==> src/rtl/reg_seq_ctrl.sv <==
// reg_seq_ctrl: four-state multi-cycle sequencer driving a 4x8 register file (read, execute, write back)
module reg_seq_ctrl #(
  parameter int CNT_W = 8
) (
  input  logic             clk,
  input  logic             reset,
  input  logic [7:0]       instr,
  input  logic             instr_valid,
  output logic             instr_ready,
  output logic [1:0]       ReadReg1,
  output logic [1:0]       ReadReg2,
  input  logic [7:0]       ReadData1,
  input  logic [7:0]       ReadData2,
  output logic [1:0]       WriteReg,
  output logic [7:0]       WriteData,
  output logic             RegWrite,
  output logic             done,
  output logic             ovf,
  output logic [CNT_W-1:0] retired
);
  typedef enum logic [1:0] {IDLE, READ, EXEC, WB} state_t;
  state_t r_state, w_next;
  logic [5:0] r_instr;
  logic [7:0] r_a, r_b;
  logic       r_ovf;
  logic [1:0] w_op;
  logic [7:0] w_opb, w_sum, w_res;
  logic [1:0] w_dest;
  logic       w_ovf;
  // state register; reset aborts any in-flight instruction
  always_ff @(posedge clk or posedge reset)
    if (reset) r_state <= IDLE;
    else r_state <= w_next;
  // next state: only IDLE waits, every other state advances unconditionally
  always_comb
    w_next = r_state == IDLE ? (instr_valid ? READ : IDLE) :
             r_state == READ ? EXEC :
             r_state == EXEC ? WB : IDLE;
  // state-decoded handshake and write strobe
  always_comb begin
    instr_ready = r_state == IDLE;
    RegWrite    = r_state == WB;
  end
  // execute: SUB reuses the adder as A + ~B + 1, ADDI feeds the sign-extended immediate
  always_comb begin
    w_op   = r_instr[5:4];
    w_opb  = w_op == 2'b10 ? {{6{r_instr[1]}}, r_instr[1:0]} : w_op == 2'b01 ? ~r_b : r_b;
    w_sum  = r_a + w_opb + {7'd0, w_op == 2'b01};
    w_res  = w_op == 2'b11 ? (r_a & r_b) : w_sum;
    w_ovf  = w_op != 2'b11 && r_a[7] == w_opb[7] && w_sum[7] != r_a[7];
    w_dest = w_op == 2'b10 ? r_instr[3:2] : r_instr[1:0];
  end
  // datapath: capture, operand latch, result latch, and retirement bookkeeping
  always_ff @(posedge clk or posedge reset)
    if (reset) begin
      r_instr   <= '0;
      ReadReg1  <= '0;
      ReadReg2  <= '0;
      r_a       <= '0;
      r_b       <= '0;
      WriteReg  <= '0;
      WriteData <= '0;
      r_ovf     <= 1'b0;
      done      <= 1'b0;
      ovf       <= 1'b0;
      retired   <= '0;
    end else begin
      done <= 1'b0;
      if (r_state == IDLE && instr_valid) begin
        r_instr  <= {instr[7:6], instr[3:0]};
        ReadReg1 <= instr[5:4];
        ReadReg2 <= instr[3:2];
      end
      if (r_state == READ) begin
        r_a <= ReadData1;
        r_b <= ReadData2;
      end
      if (r_state == EXEC) begin
        WriteReg  <= w_dest;
        WriteData <= w_res;
        r_ovf     <= w_ovf;
      end
      if (r_state == WB) begin
        done    <= 1'b1;
        ovf     <= r_ovf;
        retired <= retired + 1'b1;
      end
    end
endmodule

==> config.mk <==
export PLATFORM = sky130hd
export DESIGN_NAME = reg_seq_ctrl
export DESIGN_NICKNAME = d
export VERILOG_FILES = /design/src/rtl/reg_seq_ctrl.sv
export SDC_FILE = /design/constraint.sdc
export NUM_CORES = 1
export LEC_CHECK = 0
export CAP_MARGIN = 25
export CORE_UTILIZATION = 30
export DETAILED_ROUTE_END_ITERATION = 10
export SYNTH_ARGS = -nofsm -noshare
export SYNTH_HDL_FRONTEND = slang
export SYNTH_SLANG_ARGS = --single-unit
==> constraint.sdc <==
create_clock -name clk -period 4.7 [get_ports clk]
set_input_delay 1.41 -clock clk [delete_from_list [all_inputs] [get_ports clk]]
set_output_delay 1.41 -clock clk [all_outputs]
set_load 0.01 [all_outputs]
==> results.txt <==
----------------------------------------------------
[Critical path]
  Start-to-end type of the worst setup path ... register to output port
  Slowest stage cell, crit path ... sky130_fd_sc_hd__clkdlybuf4s50_1
  Worst r2r dst ... WriteData[6]$_DFFE_PP0N_
  Max FO, Critical Path ... 9
  Number of cell instances on the worst register-to-register path ... 11
  Critical-path cell list ... ha_1 > clkdlybuf4s50_1
  Source of the worst register-to-register timing path ... r_instr[5]$_DFFE_PP0P_
  Timing endpoint of the critical path ... RegWrite
  Worst endpoint required time ... 3.29 ns
  Worst setup EP type ... output port
  R2r setup slk ... 1.74 ns
  Arrival time of data at the critical path endpoint ... 1.67 ns
  Maximum single-stage delay on the critical path ... 0.61 ns
  CP Launch Type ... register
  Worst setup path startpoint ... r_state[1]$_DFF_PP0_

[Finish]
  Total number of nets in the final design ... 316
  Leading cell type in the layout, fill and taps excluded ... sky130_fd_sc_hd__clkdlybuf4s50_1
  Synth-to-layout area growth ... 28.1%
  Commonest non-fill, non-tap cells in the layout ... 52 x sky130_fd_sc_hd__clkdlybuf4s50_1, 47 x sky130_fd_sc_hd__dfrtp_1, 27 x sky130_fd_sc_hd__mux2_2
  Final instance count without filler cells ... 377
  Fraction of layout cells with a size suffix above 1 ... 12.7%
  Layout Utilization ... 40.3%
  Antenna diode count ... 0

[CTS]
  Insertion delay of the later-clocked pin in the worst-skew pair ... 0.30 ns
  CTS clock-pin slew for the worst setup and hold paths ... 0.08 ns
  Number of buffers added for setup after CTS ... 0
  TritonCTS clock tree ... yes
  Root buffer cell ... sky130_fd_sc_hd__clkbuf_8
  Clock Sink Count ... 47
  Number of buffers added by the clock tree synthesis step ... 5
  Number of H-tree levels ... 2
  Maximum buffer depth of the clock tree ... 2
  CTS-repair resized insts ... 0
  Number of hold buffers added after cts ... 0

[Yosys]
  Synth Area per Inst ... 10.9 um^2
  Post-synthesis cell area ... 0.00246 mm^2
  Cell types with the largest area share after synthesis ... sky130_fd_sc_hd__dfrtp_1 48%, sky130_fd_sc_hd__mux2_2 12%, sky130_fd_sc_hd__ha_1 6.6%
  Synthesized net count ... 268
  Area share of the largest cell type after synthesis ... 47.8%
  Synth warnings ... 0
  Proportion of synthesized flip-flops having asynchronous set or reset ... 100%
  Number of distinct library cell variants in the gate-level netlist after synthesis ... 28
  Post-synth top flop ... sky130_fd_sc_hd__dfrtp_1
  Synthesized instance count ... 226
  Number of enable-type register cells in the synthesized netlist ... 0
  Post-synthesis register bit count ... 47
  Sequential cell area fraction in the yosys report ... 47.8%
  Library cell with the largest summed area after synthesis ... sky130_fd_sc_hd__dfrtp_1

[Global route]
  Global routing usage on met2 ... 21.0%
  Pin count of the biggest net entering global routing ... 48
  GRT met3 Usage ... 2.79%
  Global routing's busiest layer ... met2
  Met1 global-route usage ... 16.1%
  Global-route wire length before repair ... 8230 um
  Initial antenna violation count ... 0
  Overall routing resource usage ... 12.5%
  Vias in the first global route ... 1683
  Gr ovfl total ... 0

[STA]
  Number of pins with negative max-slew slack in the final report ... 0
  Worst slew margin relative to its limit ... 47.9%
  Max Clock Freq ... 325 MHz
  Unrepaired setup endpoints after global routing ... false
  Number of hold-slack violations in the final timing report ... 0
  Total setup violations reported at the end of the flow ... 0
  Period Utilization, post-route ... 65.5%
  Min Clock Period, post-route ... 3.08 ns
  Transition time at the pin with the least slew margin ... 0.782 ns
  Maximum clock skew at final layout ... 0.00617 ns
  Sum of negative setup slack ... 0 ns

[Die]
  Die Wd ... 92.5 um
  Vert. Die Dim ... 92.5 um
  Starting density of the core ... 31.5%
  Die area ... 0.00856 mm^2
  I/O pins ... 53
  # rows ... 32
  Core area ... 0.00781 mm^2

[Placement]
  Count of buffers inserted at the top-level ports ... 52
  DP Wirelength ... 3660 um
  Placed cell count ... 368
  Final estimated routing congestion in global placement ... 0.731

[Routing]
  DRC violation total after the first TritonRoute iteration ... 99
  Final Routed Wirelength ... 5020 um
  Number of nets still failing antenna checks after routing ... 0
  Total via count in the routed design ... 1771
  1st-pass router iterations ... 4
  Detailed-route wire length per cell ... 13.3 um
  DR DRC count ... 0
  Detail-routed via count per cell ... 4.70

[Power and ir drop]
  Sw frac ... 41.2%
  Share of total power in combinational logic ... 58.2%
  Net switching power figure ... 1.05 mW
  Peak supply drop ... 0.276 mV
  Internal ... 1.49 mW
  Sequential share of power ... 32.4%
  Power density over the cells ... 807 mW/mm^2
  Total leakage power ... 1.31 nW
  Part of the total power dissipated in the clock network ... 9.4%

[Outcome]
  Outcome ... complete, no violations

[Worst hold path]
  Worst Hold Class ... register to register

[Job]
  Max-cap violation count ... 0

----------------------------------------------------
-- cells by family (layout without fill, tap and decap cells) --
logic type / count (synthesis) / after routing / synth area share (%)
buffers and inverters: 19 / 68 / 3.46
adders and majority gates: 15 / 15 / 8.24
DFF: 47 / 47 / 47.8
AOI/OAI and AO/OA: 40 / 40 / 8.96
muxes: 33 / 33 / 14.8
and+or+nand+nor: 51 / 51 / 9.21
xor gates and xnor gates: 21 / 21 / 7.48
-- worst max-delay path: cells and delay by family, from the launching register on --
kind,cells,cell delay (ns)
flops,1,0.40
buf+inv,1,0.61
fa+ha+maj,1,0.37
-- synthesized netlist by cell type, drive strengths merged (2+ instances only) --
master,number
dfrtp,47
mux2,27
o21ai,20
nand2,19
xnor2,16
ha,13
nand3,12
nor2,12
a21oi,9
buf,8
a31oi,7
inv,7
mux2i,6
xor2,5
clkbuf,4
fa,2
nand2b,2
nand4,2
or3,2
-- registers in the layout, summed over array words and instances, names as in the netlist --
| signal | flops |
|---|---|
| ReadReg1 | 2 |
| ReadReg2 | 1 |
| WriteData | 8 |
| WriteReg | 2 |
| done | 1 |
| ovf | 1 |
| r_a | 8 |
| r_b | 8 |
| r_instr | 5 |
| r_ovf | 1 |
| r_state | 2 |
| retired | 8 |
-- cell type report --
class                   count  area, um^2
flip-flops and latches     47        1180
repair buffers             53         541
inverters                   7        26.3
clock inverters             1        5.00
well taps                 102         128
multi-input cells         160        1200
clock buffers               7        76.3
fillers                   755        4660
-- routing by layer --
| layer | wire (um) | up-vias |
|---|---|---|
| met1 | 2350 | 847 |
| met3 | 213 | 5 |
| met4 | 43 | 0 |
| met5 | 0 | - |
| li1 | - | 881 |
| met2 | 2410 | 38 |
-- power groups by stage --
stage / Combinational (mW) / Sequential, mW / Clock [mW]
floorplan: 1.11 / 0.777 / 0
finish: 1.48 / 0.824 / 0.238
detailed placement: 1.49 / 0.835 / 0
global route: 1.66 / 0.864 / 0.265
CTS: 1.50 / 0.828 / 0.249
global placement: 1.46 / 0.825 / 0
-- how the worst min path moves through the flow --
stage	from	endpoint	slack, ns	cells after the start
after floorplan	r_ovf$_DFFE_PP0N_	r_ovf$_DFFE_PP0N_	0.47	1
after global placement	retired[7]$_DFFE_PP0P_	retired[7]$_DFFE_PP0P_	0.46	1
after detailed placement	retired[7]$_DFFE_PP0P_	retired[7]$_DFFE_PP0P_	0.47	1
after CTS	retired[7]$_DFFE_PP0P_	retired[7]$_DFFE_PP0P_	0.48	1
after global routing	retired[7]$_DFFE_PP0P_	retired[7]$_DFFE_PP0P_	0.52	1
final	retired[7]$_DFFE_PP0P_	retired[7]$_DFFE_PP0P_	0.47	1
-- metrics by stage --
step	worst slack, ns	hold slack [ns]	total power [mW]	area (um^2)
3_3_place_gp	1.88	0.463	2.28	3050
4_1_cts	1.60	0.480	2.57	3130
2_1_floorplan	2.17	0.475	1.89	2460
6_report	1.62	0.473	2.54	3150
3_5_place_dp	1.77	0.468	2.33	3050
5_1_grt	1.46	0.517	2.79	3150
Power figures use the tool's default switching activity.
==> RTL edit: new RTL, same flow settings <==
The parameter `CNT_W` goes from 8 to 12.
--- a/src/rtl/reg_seq_ctrl.sv
+++ b/src/rtl/reg_seq_ctrl.sv
@@ -2,3 +2,3 @@
 module reg_seq_ctrl #(
-  parameter int CNT_W = 8
+  parameter int CNT_W = 12
 ) (
Ports: changed (resized retired); port bits go from 53 to 57. No check against the original RTL was run, so the function may have changed too.
==> RTL edit against the unedited design <==
- clock skew grew 0.0023 ns
- synthesized area grew 5.7%
- cell count grew 6.1%
- total power grew 4.3%
- worst setup slack lost 0.0054 ns
- via count grew 6.3%
- wire length grew 5.2%
- die area grew 5.6%
- design area grew 6.9%
- sequential cell count grew 4
- largest cell class is now sequential cells
- largest power group unchanged
==> RTL edit: results (changes against the unedited design) <==
| Metric | Value |
|---|---|
| DR WL met2 | `2.501 mm (+3.7%)` |
| Compound-cell area share of the yosys netlist | `0.09244 (+0.002874)` |
| Status | `finished, final reports clean` |
| Layout fillers | `798 (+5.7%)` |
| Skew final | `0.008513 ns (+0.002340 ns)` |
| Number of DRC markers in iteration 0 | `69 (-30%)` |
| Global-route wire length before repair | `8.818 mm (+7.1%)` |
| Clock-pin slew on the worst setup and hold paths | `0.10 ns (+0.02 ns)` |
| Non-Filler Instances | `400 (+6.1%)` |
| Fraction of synthesized area in multiplexers | `0.1247 (-0.02339)` |
| Total track usage | `0.1271 (+0.002479)` |
| Met2 Use GR | `0.2054 (-0.005137)` |
| Critical path peak fanout | `9 (unchanged)` |
| Synth top area cells | `dfrtp_1 (49%), mux2_2 (10%), ha_1 (6.3%)` |
| Xor/xnor share of the synthesized area | `0.07078 (-0.004034)` |
| DP Area | `3246 um^2 (+6.5%)` |
| Vias in the first global route | `1805 (+7.2%)` |
| Worst r2r src | `r_instr[4]` |
| Net Count, Synth | `282 (+5.2%)` |
| Lkg Pwr | `0.001425 uW (+8.7%)` |
| Slew @ Worst Pin | `0.8433 ns (+0.06175 ns)` |
| Synth Area in Adders | `0.07800 (-0.004446)` |
| Final wirelength | `5.284 mm (+5.2%)` |
| Port bufs | `56 (+7.7%)` |
| Hold endpoint | `retired[11]` |
| Met3 usage | `0.02711 (-0.0008014)` |
| Hold Crit Start | `retired[11]` |
| Crit path from | `r_state[1]` |
| Dpl cells | `392 (+6.5%)` |
| Initial antenna violation count | `0 (unchanged)` |
| Final net count | `336 (+6.3%)` |
| Largest net degree at the start of global routing | `33 (-31%)` |
| Maximum vdd drop | `0.0002739 V (-0.91%)` |
| Layout cell share with drive strength beyond 1 | `0.1254 (-0.001849)` |
| Sequential share of the synthesized area | `0.4911 (+0.01272)` |
| Mapped Cells | `240 (+6.2%)` |
| Post-route setup slack | `1.615 ns (-0.005360 ns)` |
| Post-DP HPWL | `3.916 mm (+7.0%)` |
| Pre-CTS setup slack | `1.790 ns (+0.01533 ns)` |
| Sw frac | `0.4033 (-0.009105)` |
| RD Place Congestion | `0.8193 (+12%)` |
| Post-synth cell types | `30 (+7.1%)` |
| Met1 Wirelength | `2.513 mm (+6.8%)` |
| R2R depth | `12 (+1)` |
| Hold slack | `0.4740 ns (+0.0008180 ns)` |
| Met3 Routed Length | `190 um (-11%)` |
| Synth top cells by count | `dfrtp_1 (51), mux2_2 (24), nand2_1 (22)` |
==> RTL edit: cell count changes after synthesis, sizes merged, moves of 2 or more <==
cell / delta
o21ai: -5
inv: +4
buf: -2
dfrtp: +4
nor2: +4
mux2: -3
nand2: +3
and2: +2
a21oi: +3
a211oi: +3
==> RTL edit: area by class of cell <==
type                       instances  area, um^2  share of cell area
clock buffer                       6       82.58             0.02453
clock inverter                     2       38.79             0.01152
inverter                          11       41.29             0.01226
multi-input combinational        168        1229              0.3649
sequential                        51        1276              0.3790
tap                              105       131.4             0.03902
timing repair buffer              57       568.0              0.1687
==> RTL edit: power groups by stage <==
stage | Combinational [uW] | Sequential [uW] | Clock (uW)
2_1_floorplan | 1100 | 810 | 0
3_3_place_gp | 1480 | 834 | 0
3_5_place_dp | 1510 | 838 | 0
4_1_cts | 1520 | 831 | 334
5_1_grt | 1700 | 861 | 351
6_report | 1500 | 827 | 327
